## config.mk

```make
export PLATFORM = sky130hd
export DESIGN_NAME = ram_sync_flat
export DESIGN_NICKNAME = d
export VERILOG_FILES = /design/src/rtl/ram_sync_if.sv /design/src/rtl/ram_sync.sv /design/src/flat_wrapper.sv
export SDC_FILE = /design/constraint.sdc
export NUM_CORES = 1
export LEC_CHECK = 0
export BUFFER_PORTS_ARGS = -buffer_cell sky130_fd_sc_hd__buf_2
export CORE_MARGIN = 2
export CORE_UTILIZATION = 45
export CTS_CLUSTER_SIZE = 28
export DETAILED_ROUTE_END_ITERATION = 7
export GPL_TIMING_DRIVEN = 0
export MAX_ROUTING_LAYER = met4
export PLACE_DENSITY = 0.61
export SYNTH_ARGS = -nofsm -noshare
export SYNTH_HDL_FRONTEND = slang
export SYNTH_SLANG_ARGS = --single-unit
```

## constraint.sdc

```tcl
create_clock -name clk -period 1.72 [get_ports clk]
set_clock_uncertainty 0.1 [all_clocks]
set_input_delay 0 -clock clk [delete_from_list [all_inputs] [get_ports clk]]
set_output_delay 0 -clock clk [all_outputs]
set_load 0.005 [all_outputs]
```

## src/rtl/ram_sync_if.sv

```systemverilog
// Request/response bundle between the load/store unit and ram_sync; parity pins exist only with RAM_SYNC_PARITY_EN.
// Latency: none (wires only).
// Backpressure: req_ready gates requests; responses cannot be stalled.
interface ram_sync_if #(
    parameter int ADDR_BITS = 4,
    parameter int DATA_BITS = 8
) ();
    logic                 req_valid;
    logic                 req_ready;
    logic                 req_write;
    logic [ADDR_BITS-1:0] req_addr;
    logic [DATA_BITS-1:0] req_wdata;
    logic                 rsp_valid;
    logic [DATA_BITS-1:0] rsp_rdata;
    logic                 clearing;
`ifdef RAM_SYNC_PARITY_EN
    logic                 inj_parity_err;
    logic                 rsp_parity_err;

    modport master (
        output req_valid, req_write, req_addr, req_wdata, inj_parity_err,
        input  req_ready, rsp_valid, rsp_rdata, clearing, rsp_parity_err
    );
    modport slave (
        input  req_valid, req_write, req_addr, req_wdata, inj_parity_err,
        output req_ready, rsp_valid, rsp_rdata, clearing, rsp_parity_err
    );
`else
    modport master (
        output req_valid, req_write, req_addr, req_wdata,
        input  req_ready, rsp_valid, rsp_rdata, clearing
    );
    modport slave (
        input  req_valid, req_write, req_addr, req_wdata,
        output req_ready, rsp_valid, rsp_rdata, clearing
    );
`endif
endinterface

```

## src/rtl/ram_sync.sv

```systemverilog
// Synchronous single-port RAM with post-reset clear; optional even parity via RAM_SYNC_PARITY_EN.
// Latency: READ_LATENCY cycles from accepted read to rsp_valid; writes complete at the accepting edge.
// Backpressure: req_ready low during the clear sequence only; responses are never stalled.
module ram_sync #(
    parameter int ADDR_BITS    = 4,
    parameter int DATA_BITS    = 8,
    parameter int READ_LATENCY = 1
) (
    input  logic      clk,
    input  logic      reset,
    ram_sync_if.slave bus
);
    localparam int DEPTH = 2 ** ADDR_BITS;
`ifdef RAM_SYNC_PARITY_EN
    localparam int PAR_BITS = 1;
`else
    localparam int PAR_BITS = 0;
`endif
    localparam int WORD_BITS = DATA_BITS + PAR_BITS;
    localparam logic [ADDR_BITS:0] LAST_CNT = (ADDR_BITS + 1)'(DEPTH - 1);

    generate
        if (READ_LATENCY < 1 || READ_LATENCY > 4) begin : g_bad_latency
            $error("ram_sync: READ_LATENCY must be in 1..4");
        end
    endgenerate

    typedef enum logic {ST_CLEAR, ST_RUN} state_t;

    state_t                 state, state_nxt;
    logic [ADDR_BITS:0]     clear_cnt, clear_cnt_nxt;
    logic                   accept;
    logic                   rd_acc;
    logic                   wr_en;
    logic [ADDR_BITS-1:0]   wr_addr;
    logic [WORD_BITS-1:0]   wr_word;
    logic [WORD_BITS-1:0]   fresh_word;
    logic [WORD_BITS-1:0]   rd_word;
    logic [WORD_BITS-1:0]   rd_stage;
    logic [WORD_BITS-1:0]   mem [DEPTH];
    logic [READ_LATENCY-1:0] pipe_vld;
    logic [WORD_BITS-1:0]   pipe_dat [READ_LATENCY];

    assign accept = bus.req_valid && (state == ST_RUN);
    assign rd_acc = accept && !bus.req_write;

    always_ff @(posedge clk or posedge reset) begin
        if (reset) begin
            state     <= ST_CLEAR;
            clear_cnt <= '0;
        end else begin
            state     <= state_nxt;
            clear_cnt <= clear_cnt_nxt;
        end
    end

    always_comb begin
        state_nxt     = state;
        clear_cnt_nxt = clear_cnt;
        bus.req_ready = 1'b0;
        bus.clearing  = 1'b0;
        wr_en         = 1'b0;
        wr_addr       = bus.req_addr;
        wr_word       = fresh_word;
        case (state)
            ST_CLEAR: begin
                bus.clearing  = 1'b1;
                wr_en         = 1'b1;
                wr_addr       = clear_cnt[ADDR_BITS-1:0];
                wr_word       = '0;
                clear_cnt_nxt = clear_cnt + 1'b1;
                if (clear_cnt == LAST_CNT) begin
                    state_nxt = ST_RUN;
                end
            end
            ST_RUN: begin
                bus.req_ready = 1'b1;
                wr_en         = accept && bus.req_write;
            end
            default: state_nxt = ST_CLEAR;
        endcase
    end

    // Stored word is {parity, data} when parity is enabled; the read stage
    // carries {mismatch, data} so the check happens once, at array read.
`ifdef RAM_SYNC_PARITY_EN
    assign fresh_word = {(^bus.req_wdata) ^ bus.inj_parity_err, bus.req_wdata};
    assign rd_stage   = {rd_word[DATA_BITS] ^ (^rd_word[DATA_BITS-1:0]), rd_word[DATA_BITS-1:0]};
`else
    assign fresh_word = bus.req_wdata;
    assign rd_stage   = rd_word;
`endif

    always_ff @(posedge clk) begin
        if (wr_en) begin
            mem[wr_addr] <= wr_word;
        end
    end

    assign rd_word = mem[bus.req_addr];

    // Data registers load only behind a valid bit, so the output stage holds
    // its last response while rsp_valid is low.
    always_ff @(posedge clk or posedge reset) begin
        if (reset) begin
            pipe_vld <= '0;
            for (int i = 0; i < READ_LATENCY; i++) begin
                pipe_dat[i] <= '0;
            end
        end else begin
            pipe_vld[0] <= rd_acc;
            if (rd_acc) begin
                pipe_dat[0] <= rd_stage;
            end
            for (int i = 1; i < READ_LATENCY; i++) begin
                pipe_vld[i] <= pipe_vld[i-1];
                if (pipe_vld[i-1]) begin
                    pipe_dat[i] <= pipe_dat[i-1];
                end
            end
        end
    end

    assign bus.rsp_valid = pipe_vld[READ_LATENCY-1];
    assign bus.rsp_rdata = pipe_dat[READ_LATENCY-1][DATA_BITS-1:0];
`ifdef RAM_SYNC_PARITY_EN
    assign bus.rsp_parity_err = pipe_vld[READ_LATENCY-1] && pipe_dat[READ_LATENCY-1][DATA_BITS];
`endif

endmodule

```

## src/flat_wrapper.sv

```systemverilog
// flat-port wrapper written by rule: the top's interface ports become plain ports
module ram_sync_flat 
#(
    parameter int ADDR_BITS    = 4,
    parameter int DATA_BITS    = 8,
    parameter int READ_LATENCY = 1
)
  (clk, reset, bus_req_valid, bus_req_write, bus_req_addr, bus_req_wdata, bus_req_ready, bus_rsp_valid, bus_rsp_rdata, bus_clearing);
  ram_sync_if #(.ADDR_BITS(ADDR_BITS), .DATA_BITS(DATA_BITS)) bus_i ();
  input  logic clk;
  input  logic reset;
  input wire logic [$bits(bus_i.req_valid)-1:0] bus_req_valid;
  input wire logic [$bits(bus_i.req_write)-1:0] bus_req_write;
  input wire logic [$bits(bus_i.req_addr)-1:0] bus_req_addr;
  input wire logic [$bits(bus_i.req_wdata)-1:0] bus_req_wdata;
  output wire logic [$bits(bus_i.req_ready)-1:0] bus_req_ready;
  output wire logic [$bits(bus_i.rsp_valid)-1:0] bus_rsp_valid;
  output wire logic [$bits(bus_i.rsp_rdata)-1:0] bus_rsp_rdata;
  output wire logic [$bits(bus_i.clearing)-1:0] bus_clearing;
  assign bus_i.req_valid = bus_req_valid;
  assign bus_i.req_write = bus_req_write;
  assign bus_i.req_addr = bus_req_addr;
  assign bus_i.req_wdata = bus_req_wdata;
  assign bus_req_ready = bus_i.req_ready;
  assign bus_rsp_valid = bus_i.rsp_valid;
  assign bus_rsp_rdata = bus_i.rsp_rdata;
  assign bus_clearing = bus_i.clearing;
  ram_sync #(.ADDR_BITS(ADDR_BITS), .DATA_BITS(DATA_BITS), .READ_LATENCY(READ_LATENCY)) u_core (.clk(clk), .reset(reset), .bus(bus_i));
endmodule
```

### Word level (Yosys, flattened, before mapping)

Memories as Yosys holds them, arrays and structs flattened. A register that Yosys moved wholly into a read port is not among the register bits.
Cells that the tools add are included.

* register bits: 7
* memory bits (writable): 128
* input port bits: 16
* word-level logic and storage cells: 20
* memories kept: 1

* add/sub/neg operators: 1
* equality and inequality tests: 1
* muxes and demuxes: 9
* bitwise gates (word level): 1
* reduce and logical (&&, ||, !) cells: 4

Memory list
* u_core.mem: words 16, width 8, read ports 1, clocked after Yosys merged registers in 1, wr ports 1, line ram_sync.sv:40 `logic [WORD_BITS-1:0] mem [DEPTH];`

Operators with widths (count)
* two-way mux 8 bit: 1
* two-way mux 1 bit: 6
* adder 5 x 1 -> 5 bit (second input constant): 1
* equality test 5 x 4 -> 1 bit (second input constant): 1
* two-way mux 4 bit: 1
* logical AND 1 bit: 3
* case mux 1 bit (2 select lines): 1
* zero test 1 bit: 1
* inverter 1 bit: 1

### Logic depth before layout (Yosys ltp)

Gate-level depths: netlist of the first run.

* depth in word-level cells: 5
* gate-level depth with buffers: 7

### Worst setup path after synthesis of the first run

No wires, ideal clock.

* path kind: register to register
* start point: reg u_core.state
* end point: mem u_core.mem[6][0] in the netlist's numbering (enable)
* setup time: 0.370 ns
* data arrival time: 1.466 ns
* required time: 1.250 ns
* slack: -0.216 ns
* stages on the path, launching flop included: 5
* buffers on the path: 1
* period minus slack after synthesis: 1.936 ns
* cell sequence: dfrtp_1 buf_1 mux2i_1 nand2_1 nor2_1

* longest elaborated chain between the ends: 5
* elaborated cells between the ends (all ways): 7

RTL lines
* start: declaration: line ram_sync.sv:30 `state_t state, state_nxt;`
* start signal: assignment: line ram_sync.sv:52 `state <= state_nxt;`
* logical AND 1 bit: line ram_sync.sv:44 `assign accept = bus.req_valid && (state == ST_RUN);`
* logical AND 1 bit: line ram_sync.sv:78 `wr_en = accept && bus.req_write;`
* case mux 1 bit (2 select lines): line ram_sync.sv:65 `case (state)`
* two-way mux 1 bit: line ram_sync.sv:95 `if (wr_en) begin`
* two-way mux 1 bit (implied by the code): line ram_sync.sv:96 `mem[wr_addr] <= wr_word;`
* end: declaration: line ram_sync.sv:40

Several ways; a longest one is shown, not always the timed one.

### Final worst setup path of the first run

* start point: reg u_core.state
* end point: mem u_core.mem[5][3] in the netlist's numbering (enable)

The elaborated chain is that of the path after synthesis.

==> results of run 1 <==
[what timing repair did]
action	4_1_cts	5_1_grt
endpoints found under the hold margin	17	0
gates resized for setup	43	24
hold buffers	4	0
pin swaps	17	7
setup buffers	26	5
endpoints found under the setup margin	261	179
[cell usage after synthesis (all sizes together) (3+ instances only)]
| cell | count |
|---|---|
| nor2 | 22 |
| mux4 | 29 |
| nand3 | 3 |
| dfrtp | 15 |
| a21oi | 3 |
| edfxtp | 128 |
| a22oi | 6 |
| xnor2 | 3 |
| inv | 5 |
| mux2i | 9 |
| nand2 | 9 |
| clkbuf | 3 |
| mux2 | 10 |
| buf | 12 |
| o21ai | 11 |
| nor2b | 7 |
| and2 | 9 |
[report_power, final]
group	switching (mW)	total, mW	internal (mW)
Combinational	0.269	0.475	0.206
Clock	1.32	3.71	2.39
Sequential	0.0239	3.85	3.83
Total	1.61	8.04	6.43
[kinds of logic after synthesis]
family	after synthesis
AOI/OAI and AO/OA	28
xor gates and xnor gates	3
buffers and inverters	20
DFF	143
muxes	48
adders and majority gates	2
and+or+nand+nor	58
[sequential cells by signal, summed over array words and instances, names as in the netlist]
signal                cells
u_core.clear_cnt          5
u_core.state              1
u_core.bus.rsp_rdata      8
u_core.bus.rsp_valid      1
u_core.mem              128
[worst min path at each step]
stage                           from                      end  slack [ns]  depth (start not counted)
detailed placement             reset             u_core.state       -0.02                          2
global route        bus_req_wdata[2]         u_core.mem[3][2]        0.09                          2
floorplan                      reset  u_core.bus.rsp_rdata[0]       -0.20                          1
global placement               reset      u_core.clear_cnt[4]       -0.02                          2
CTS                 bus_req_wdata[1]         u_core.mem[3][1]        0.07                          2
finish              bus_req_wdata[2]         u_core.mem[3][2]        0.07                          2
[cell usage in the layout (no fill, tap or decap), types with 2 or more instances in the layout]
cell type      netlist  final
edfxtp_1           128    128
buf_2                8     31
mux4_2              19     22
buf_4                0     18
clkbuf_16            0     17
nor2_4               0     16
dfrtp_1             15     14
buf_12               1     12
mux2i_1              9      8
clkbuf_1             3      8
mux2_2              10      8
mux4_1              10      7
nor2b_1              7      6
o21ai_1              6      6
and2_2               0      6
nand2_1              9      5
nor2_1              22      5
a22oi_1              6      5
o21ai_0              5      5
buf_6                1      4
dlygate4sd3_1        0      4
and2_1               9      3
nand3_1              3      3
xnor2_1              3      3
nand2_4              0      3
bufinv_16            0      3
clkbuf_8             0      3
nand3b_1             2      2
inv_2                1      2
and3_1               2      2
inv_1                4      2
mux2_4               0      2
ha_1                 2      2
clkinv_2             0      2
[final cells by class]
class | count | area, um^2 | area share (%)
buffer | 14 | 104 | 1.41
timing repair buffer | 58 | 524 | 7.12
multi-input combinational | 139 | 1680 | 22.8
clock inverter | 6 | 108 | 1.46
tap | 172 | 215 | 2.92
clock buffer | 26 | 489 | 6.64
inverter | 5 | 23.8 | 0.323
sequential | 143 | 4220 | 57.3
[metal layers]
layer,vias to the layer above,routed length [um],share of wire (%),track usage (%)
met5,-,0,0,-
met4,0,390,3.0,9.57
met1,1578,5380,42,26.5
met3,23,937,7.3,4.58
met2,138,6100,48,30.5
li1,1365,-,-,-
[critical path: cells and delay by family (launching register included)]
kind            cells  cell delay, ns
simple gates        1            0.26
compound gates      1            0.45
buf+inv             2            0.22
flops               1            0.43
==> results.md, run 1 <==
* PortBufs at 23
* Clock Tree Buf Depth at 2
* Synth Area in Adders at 0.436%
* Yosys cell types at 36
* Final Util at 58.8%
* Final instance area at 7360 um^2
* Commonest register cell after synthesis: edfxtp_1
* ANT nets after route at 0
* Final nets at 396
* Mapped Area at between 5000 and 6000 um^2
* Startpoint Class: flip-flop
* Setup TNS Final at -3.08 ns
* Post-synth EDFFs at approximately 130
* Overflow after GRT at 0
* CP Capture Type: flip-flop
* Syn nets at between 300 and 400
* Layout cell share with drive strength beyond 1 at 42.5%
* Failing checks: negative setup slack
* R2r setup slk at -0.07 ns
* Worst-margin pin slew at roughly 0.73 ns
* Wirelength per Cell at 22.8 um
* Antenna violations before repair at 0
* Final wirelength at between 10000 and 15000 um
* Cell count after synthesis at 302
* Relative slew slack at 51.2%
* Crit path capture: u_core.mem[5][3]
* Die area at 13700 um^2
* Largest area contributor in the netlist: edfxtp_1
* Yosys warning total at 0
* Max_cap viols at 0
* Largest net degree at the start of global routing at 17
* Clk root buf: clkbuf_16
* Critical path launch point: u_core.state
* F_max at 0.559 GHz
* GRT Util Overall at about a fifth
* Syn-to-layout area delta at 28.3%
* Sink Count at 143
* Die X at 117 um
* DRC Markers at 0
* Ant diodes at 0
* Post-place setup slack at -0.446 ns
* Vias post-DR at 3104
* Worst-path clk slew at ~0.060 ns
* Initial core utilization at 45.9%
* #FFs+latches synth at 143
* Peak VDD IR at 0.674 mV
* Synth Area in Simple Gates at 4.97%
* Critical path arrival at 1.78 ns
* Worst reg2reg path depth at 4
* Share of flip-flops with an asynchronous set or reset at 10.5%
* Synth Area in Compound Gates at 3.18%
* Crit Path Class: reg -> reg
* CTS tree: yes
* Placement Cell Area at 6110 um^2
* HP Class: in -> reg
* Largest family of logic cells by synthesized area: multiplexers
* CTS Buf Count at 17
* Critical path's slowest cell: o32a_4
* Placed cells at 497
* Filler cell count at 908
* DP HPWL at roughly 7700 um
* DR iter-0 viols at 362
* Ports at 27
* CP Max Fanout at 8
* # H-tree levels at 4
* Drt first pass iters at 4
* Global-route wire length before repair at 18500 um
* Final hold violations at 0
* CP cell instances: buf_4 > inv_6 > o32a_4 > nor2_4
* Final WS setup at -0.0697 ns
* Post-Syn Area per Cell at 19.0 um^2
* Worst reg2reg endpoint: u_core.mem[5][3]
* Standard-cell row count at 41
* Final cell count without fillers at approximately 560
* Clock period minus worst slack at 1.79 ns
* RR Startpoint: u_core.state
* Pwr dens at 1090 nW/um^2
* DIE HEIGHT at 117 um
* Vias in the first global route at 3107
* RSZ-0062 raised after global routing: true
* Slew Limit Fails at 0
* Via density at 5.51
* Core area at 12500 um^2
* Largest cells by area after synthesis: edfxtp_1, mux4_2, dfrtp_1
* Mux contribution to synthesized area at between 10% and 20%
* Status: finished with violations
* Worst-Skew Late Latency at 0.42 ns
* CP required at between 1.5 and 2 ns
* Area share of xor/xnor cells in the synthesized design at less than 1%
* Sequential share of the synthesized area at ~73%
* Area share of the largest cell type after synthesis at 67.0%
* Setup violators final at 88
* WHS at 0.0731 ns
* Final critical-path share of the clock period at 104%
* Post-layout power at 8.04 mW
* P_leak at around 2.6 nW
* Worst path max stage delay at 0.45 ns
* Global placement routability congestion at about 0.81
Note: power is estimated with default switching activity, not from simulation.
==> run 2: changes to the inputs <==
- ABC_AREA: not set -> 1
- RECOVER_POWER: not set -> 25
==> run 2 against run 1 <==
Compared with the run above:
- first-iteration DRC count fell by 18%
- sequential share of layout area fell by 2.6 points
- the flow still finishes with violations (negative setup slack)
- sequential power about the same
- count of clock-buffer cells in the layout shrank 4
- hold slack got worse by 0.012 ns
==> results.md, run 2 <==
* Vias post-DR at 4193
* DP HPWL at around 9500 um
* Ant diodes at 0
* Clock period minus worst slack at roughly 1.8 ns
* Final WS setup at -0.104 ns
* Initial core utilization at 45.8%
* Largest cells by area after synthesis: edfxtp_1, nand2_1, nand3_1
* Peak VDD IR at 0.603 mV
* Critical path arrival at 1.86 ns
* Die area at 14300 um^2
* #FFs+latches synth at 143
* DR iter-0 viols at 298
* Overflow after GRT at 0
* Worst-path clk slew at 0.05 ns
* Final hold violations at 0
* P_leak at 3.03 nW
* CTS tree: yes
* Via density at between 5 and 6
* Max reg flops at 128
* Post-Syn Area per Cell at 11.2 um^2
* CP Capture Type: flip-flop
* Relative slew slack at 61.4%
* Pwr dens at ~1000 nW/um^2
* Startpoint Class: flip-flop
* Die X at 120 um
* Antenna violations before repair at 0
* Setup violators final at 128
* Layout cell share with drive strength beyond 1 at 23.5%
* WHS at 0.0615 ns
* Global-route wire length before repair at 22600 um
* Wirelength per Cell at 18.9 um
* Drt first pass iters at 4
* Final nets at 632
* Yosys warning total at 0
* Synth cell count leaders: nand2_1, edfxtp_1, nand3_1, inv_1, dfrtp_1
* Largest net degree at the start of global routing at 17
* Post-layout power at just under 8 mW
* GRT Util Overall at 22.8%
* Slew Limit Fails at 0
* Post-synth EDFFs at 128
* Area share of the largest cell type after synthesis at between 60% and 70%
* CP required at about 1.8 ns
* Global placement routability congestion at just under 0.9
* Crit Path Class: reg -> reg
* ANT nets after route at 0
* Most frequent cells in the layout: nand2_1, edfxtp_1, nand3_1
* Commonest register cell after synthesis: edfxtp_1
* Most common cell in the netlist: nand2_1
* Final wirelength at 15200 um
* Yosys cell types at 24
* Clock Tree Buf Depth at 2
* CP Max Fanout at 8
* Share of flip-flops with an asynchronous set or reset at 10.5%
* # H-tree levels at 4
* Vias in the first global route at 4082
* Most common cell after layout, fill and taps aside: nand2_1
* Ports at 27
* Failing checks: negative setup slack
* Sequential share of the synthesized area at 70.1%
* Worst-margin pin slew at a little under 0.6 ns
* DIE HEIGHT at between 100 and 150 um
* PortBufs at 23
* Clk root buf: clkbuf_16
* RSZ-0062 raised after global routing: true
* Max_cap viols at 0
* Final critical-path share of the clock period at 106%
* CTS Buf Count at 17
* Syn-to-layout area delta at 28.2%
* Standard-cell row count at 42
* Mapped Area at 6020 um^2
* F_max at 0.548 GHz
* Worst-Skew Late Latency at 0.42 ns
* Largest area contributor in the netlist: edfxtp_1
* Syn nets at 556
* Sink Count at between 100 and 150
* Core area at 13100 um^2
* Most flop-heavy register: u_core.mem
* DRC Markers at 0
* Status: finished with violations
* Cell count after synthesis at roughly 540
* HP Class: in -> reg
[run 2: cell types whose count changed after synthesis, sizes merged, moves of 8 or more]
cell and change:
and2 -9, nand2 +200, mux4 -29, nor2 -8, inv +20, mux2i -9
nand3 +97, buf +14, mux2 -10
[run 2: layout make-up]
| class | count | area, um^2 |
|---|---|---|
| Buffer | 27 | 231 |
| Clock buffer | 22 | 444 |
| Clock inverter | 8 | 92.6 |
| Fill cell | 1035 | 5420 |
| Inverter | 25 | 131 |
| Multi-Input combinational cell | 343 | 1750 |
| Sequential cell | 143 | 4220 |
| Tap cell | 176 | 220 |
| Timing Repair Buffer | 56 | 622 |
| Timing Repair inverter | 1 | 7.51 |
[run 2: kinds of logic after synthesis]
family                   share of synthesized area [%]
XOR/XNOR                                         0.436
AO/OA/AOI/OAI                                    0.706
buffers and inverters                             5.26
AND/OR/NAND/NOR                                   23.1
adder cells (fa/ha/maj)                          0.415
flip-flops                                        70.1
[run 2: worst max-delay path: stages (launching register included)]
cell     delay, ns
dfrtp_2       0.44
buf_12        0.15
nor2_4        0.13
a21oi_4       0.06
or2_4         0.32
nor3_4        0.17
buf_12        0.16
[run 2: power breakdown]
group          switching, mW  internal (mW)  total [mW]
clock                   1.28           2.10        3.38
sequential            0.0153           3.83        3.84
combinational          0.420          0.237       0.657
total                   1.72           6.16        7.88
[run 2: final timing paths]
check / startpoint / end / slack [ns] / depth (start not counted)
setup reg to reg: u_core.state / u_core.mem[2][1] / -0.10 / 6
setup / recovery: u_core.state / u_core.mem[2][1] / -0.10 / 6
max in group asynchronous: reset / u_core.state / 1.00 / 3
hold reg to reg: u_core.bus.rsp_rdata[4] / u_core.bus.rsp_rdata[4] / 0.38 / 2
min in group asynchronous: reset / u_core.bus.rsp_rdata[3] / 0.10 / 3
hold / removal: bus_req_addr[2] / u_core.bus.rsp_rdata[4] / 0.06 / 7
[run 2: through the flow]
stage          instances  utilization [%]  setup slack [ns]  cell area, um^2  setup TNS [ns]
2_1_floorplan        538                -           -0.0307             6180          -0.915
3_3_place_gp         737             49.6            -0.259             6520          -30.58
3_5_place_dp         737             49.6            -0.286             6520          -41.31
4_1_cts              796             57.6           -0.0648             7570           -4.15
5_1_grt              801             58.7            -0.131             7720          -14.00
6_report             801             58.7            -0.104             7720           -7.62
[run 2: routing by layer]
metal,global-route usage (%),up-vias,wire [um]
li1,-,2000,-
met1,29.4,2027,6380
met2,35.6,136,7480
met3,4.37,30,891
met4,9.63,0,409
met5,-,-,0
[run 2: timing repair]
item	CTS	global route
endpoints found under the hold margin	136	6
setup endpoints to repair	256	144
hold buffers	11	1
gates cloned	0	2
buffers inserted	18	2
pin swaps	14	9
gates resized for setup	20	17
==> run 3: changes to the inputs <==
- ABC_AREA: 1 -> not set
==> run 3 against run 2 <==
Compared with the run above:
- the run still ends with negative setup slack left
- fmax is 1.9% higher
- sequential power hardly changed
- routed wire length is 16% lower
- power is 1.9% higher
- non-clock buffer count is 11 lower
- count of clock-buffer cells in the layout is 4 higher
- cell count is 30% lower
- largest power group unchanged
- highest routed layer unchanged
==> results.md, run 3 (synthesis gave the netlist of run 1 again) <==
* Largest net degree at the start of global routing at 17
* Drt first pass iters at 4
* CTS tree: yes
* Ports at 27
* Max_cap viols at 0
* RSZ-0062 raised after global routing: true
* Final instance area at approximately 7400 um^2
* Core area at 12500 um^2
* Die X at 117 um
* Area of the multi-input gates at 1680 um^2
* Syn-to-layout area delta at 28.1%
* Clock period minus worst slack at 1.79 ns
* RR Startpoint: u_core.state
* Hold_sp: bus_req_wdata[1]
* Worst reg2reg endpoint: u_core.mem[5][3]
* Startpoint Class: flip-flop
* Worst Hold Path EP: u_core.mem[1][1]
* CP Capture Type: flip-flop
* Ant diodes at 0
* Most common cell after layout, fill and taps aside: edfxtp_1
* Final critical-path share of the clock period at 104%
* DIE HEIGHT at 117 um
* Peak VDD IR at ~0.67 mV
* Vias post-DR at 3113
* Global placement routability congestion at 0.808
* GRT Util Overall at 20.3%
* Max reg flops at approximately 130
* Worst reg2reg path depth at 4
* Worst-path clk slew at about 0.060 ns
* CTS Buf Count at 17
* Setup violators final at 91
* Worst path max stage delay at 0.45 ns
* DR iter-0 viols at 363
* Worst-Skew Late Latency at 0.42 ns
* Worst-margin pin slew at 0.731 ns
* Final wirelength at approximately 13000 um
* Most flop-heavy register: u_core.mem
* CP cell instances: buf_4 > inv_6 > o32a_4 > nor2_4
* HP Class: in -> reg
* Final nets at 396
* Most frequent cells in the layout: edfxtp_1, buf_2, mux4_2
* Clock Tree Buf Depth at 2
* Final WS setup at -0.0702 ns
* Via density at 5.53
* Wirelength per Cell at 22.8 um
* Crit Path Class: reg -> reg
* F_max at 0.559 GHz
* Critical path's slowest cell: o32a_4
* Die area at 13700 um^2
* Placement Cell Area at slightly above 6000 um^2
* Pwr dens at 1090 nW/um^2
* Sink Count at 143
* Critical path arrival at approximately 1.8 ns
* Filler cell count at 912
* Clk root buf: clkbuf_16
* Sequential Area at 4220 um^2
* Status: finished with violations
* DP HPWL at 7700 um
* CP required at 1.72 ns
* PortBufs at 23
* Slew Limit Fails at 0
* Failing checks: negative setup slack
* ANT nets after route at 0
* Overflow after GRT at 0
* Global-route wire length before repair at 18500 um
* Initial core utilization at 45.9%
* P_leak at 2.54 nW
* Final hold violations at 0
* Post-place setup slack at -0.446 ns
* CP Max Fanout at 8
* Layout cell share with drive strength beyond 1 at 40.7%
* Relative slew slack at between 50% and 60%
* DRC Markers at 0
* # H-tree levels at 4
* R2r setup slk at -0.07 ns
* Vias in the first global route at 3107
* Standard-cell row count at 41
* Antenna violations before repair at 0
* Min-Delay Path Depth at 2
## run 3: cell types whose count changed in the layout (fill, tap and decap cells not counted), sizes merged, moves of 10 or more
cell / change
buf: -10
mux4: +29
nand2: -200
mux2: +10
nand3: -97
clkbuf: +11
inv: -12
## run 3: layout make-up
class | instances | area share (%)
Clock inverter | 6 | 1.46
Buffer | 14 | 1.41
Tap cell | 172 | 2.93
Sequential cell | 143 | 57.4
Inverter | 5 | 0.323
Timing Repair Buffer | 58 | 7.01
Multi-Input combinational cell | 139 | 22.8
Clock buffer | 26 | 6.65
## run 3: how the worst max path moves through the flow
stage / from / to / cells after the start
final: u_core.state / u_core.mem[5][3] / 4
after global routing: u_core.state / u_core.mem[5][3] / 4
after CTS: u_core.state / u_core.mem[5][3] / 5
after detailed placement: bus_req_addr[0] / u_core.mem[1][2] / 6
after global placement: bus_req_addr[0] / u_core.mem[1][2] / 6
after floorplan: u_core.state / u_core.mem[6][0] / 4
## run 3: critical path, delay by kind of cell (launching register included)
family	cells	cell delay [ns]
simple gates	1	0.26
flops	1	0.43
compound gates	1	0.45
buf+inv	2	0.22
## run 3: metal layers
| metal | GRT usage, % | share of wire, % | vias to the layer above |
|---|---|---|---|
| li1 | - | - | 1365 |
| met1 | 26.5 | 42 | 1578 |
| met2 | 30.5 | 48 | 146 |
| met3 | 4.58 | 7.7 | 24 |
| met4 | 9.57 | 3.0 | 0 |
| met5 | - | 0 | - |
## run 3: metrics by stage
step / power (mW) / cells / TNS, ns / hold slack, ns / util, %
after floorplan: 4.16 / 302 / -0.0686 / -0.199 / -
after global placement: 4.32 / 497 / -67.81 / -0.0194 / 48.8
after detailed placement: 4.32 / 497 / -70.32 / -0.0239 / 48.8
after CTS: 8.05 / 559 / -2.94 / 0.0660 / 57.9
after global routing: 8.26 / 563 / -7.01 / 0.0852 / 58.8
final: 8.03 / 563 / -3.10 / 0.0708 / 58.8
## run 3: report_power, final
part	internal, mW	switching, mW
combinational	0.200	0.268
sequential	3.83	0.0249
clock	2.39	1.32
total	6.42	1.61
## run 3: what timing repair did
item | 4_1_cts | 5_1_grt
cloned | 0 | 0
pin swaps | 17 | 7
buffers inserted | 26 | 5
endpoints found under the setup margin | 261 | 179
hold buffers | 4 | 0
endpoints found under the hold margin | 17 | 0
resized for setup | 43 | 24
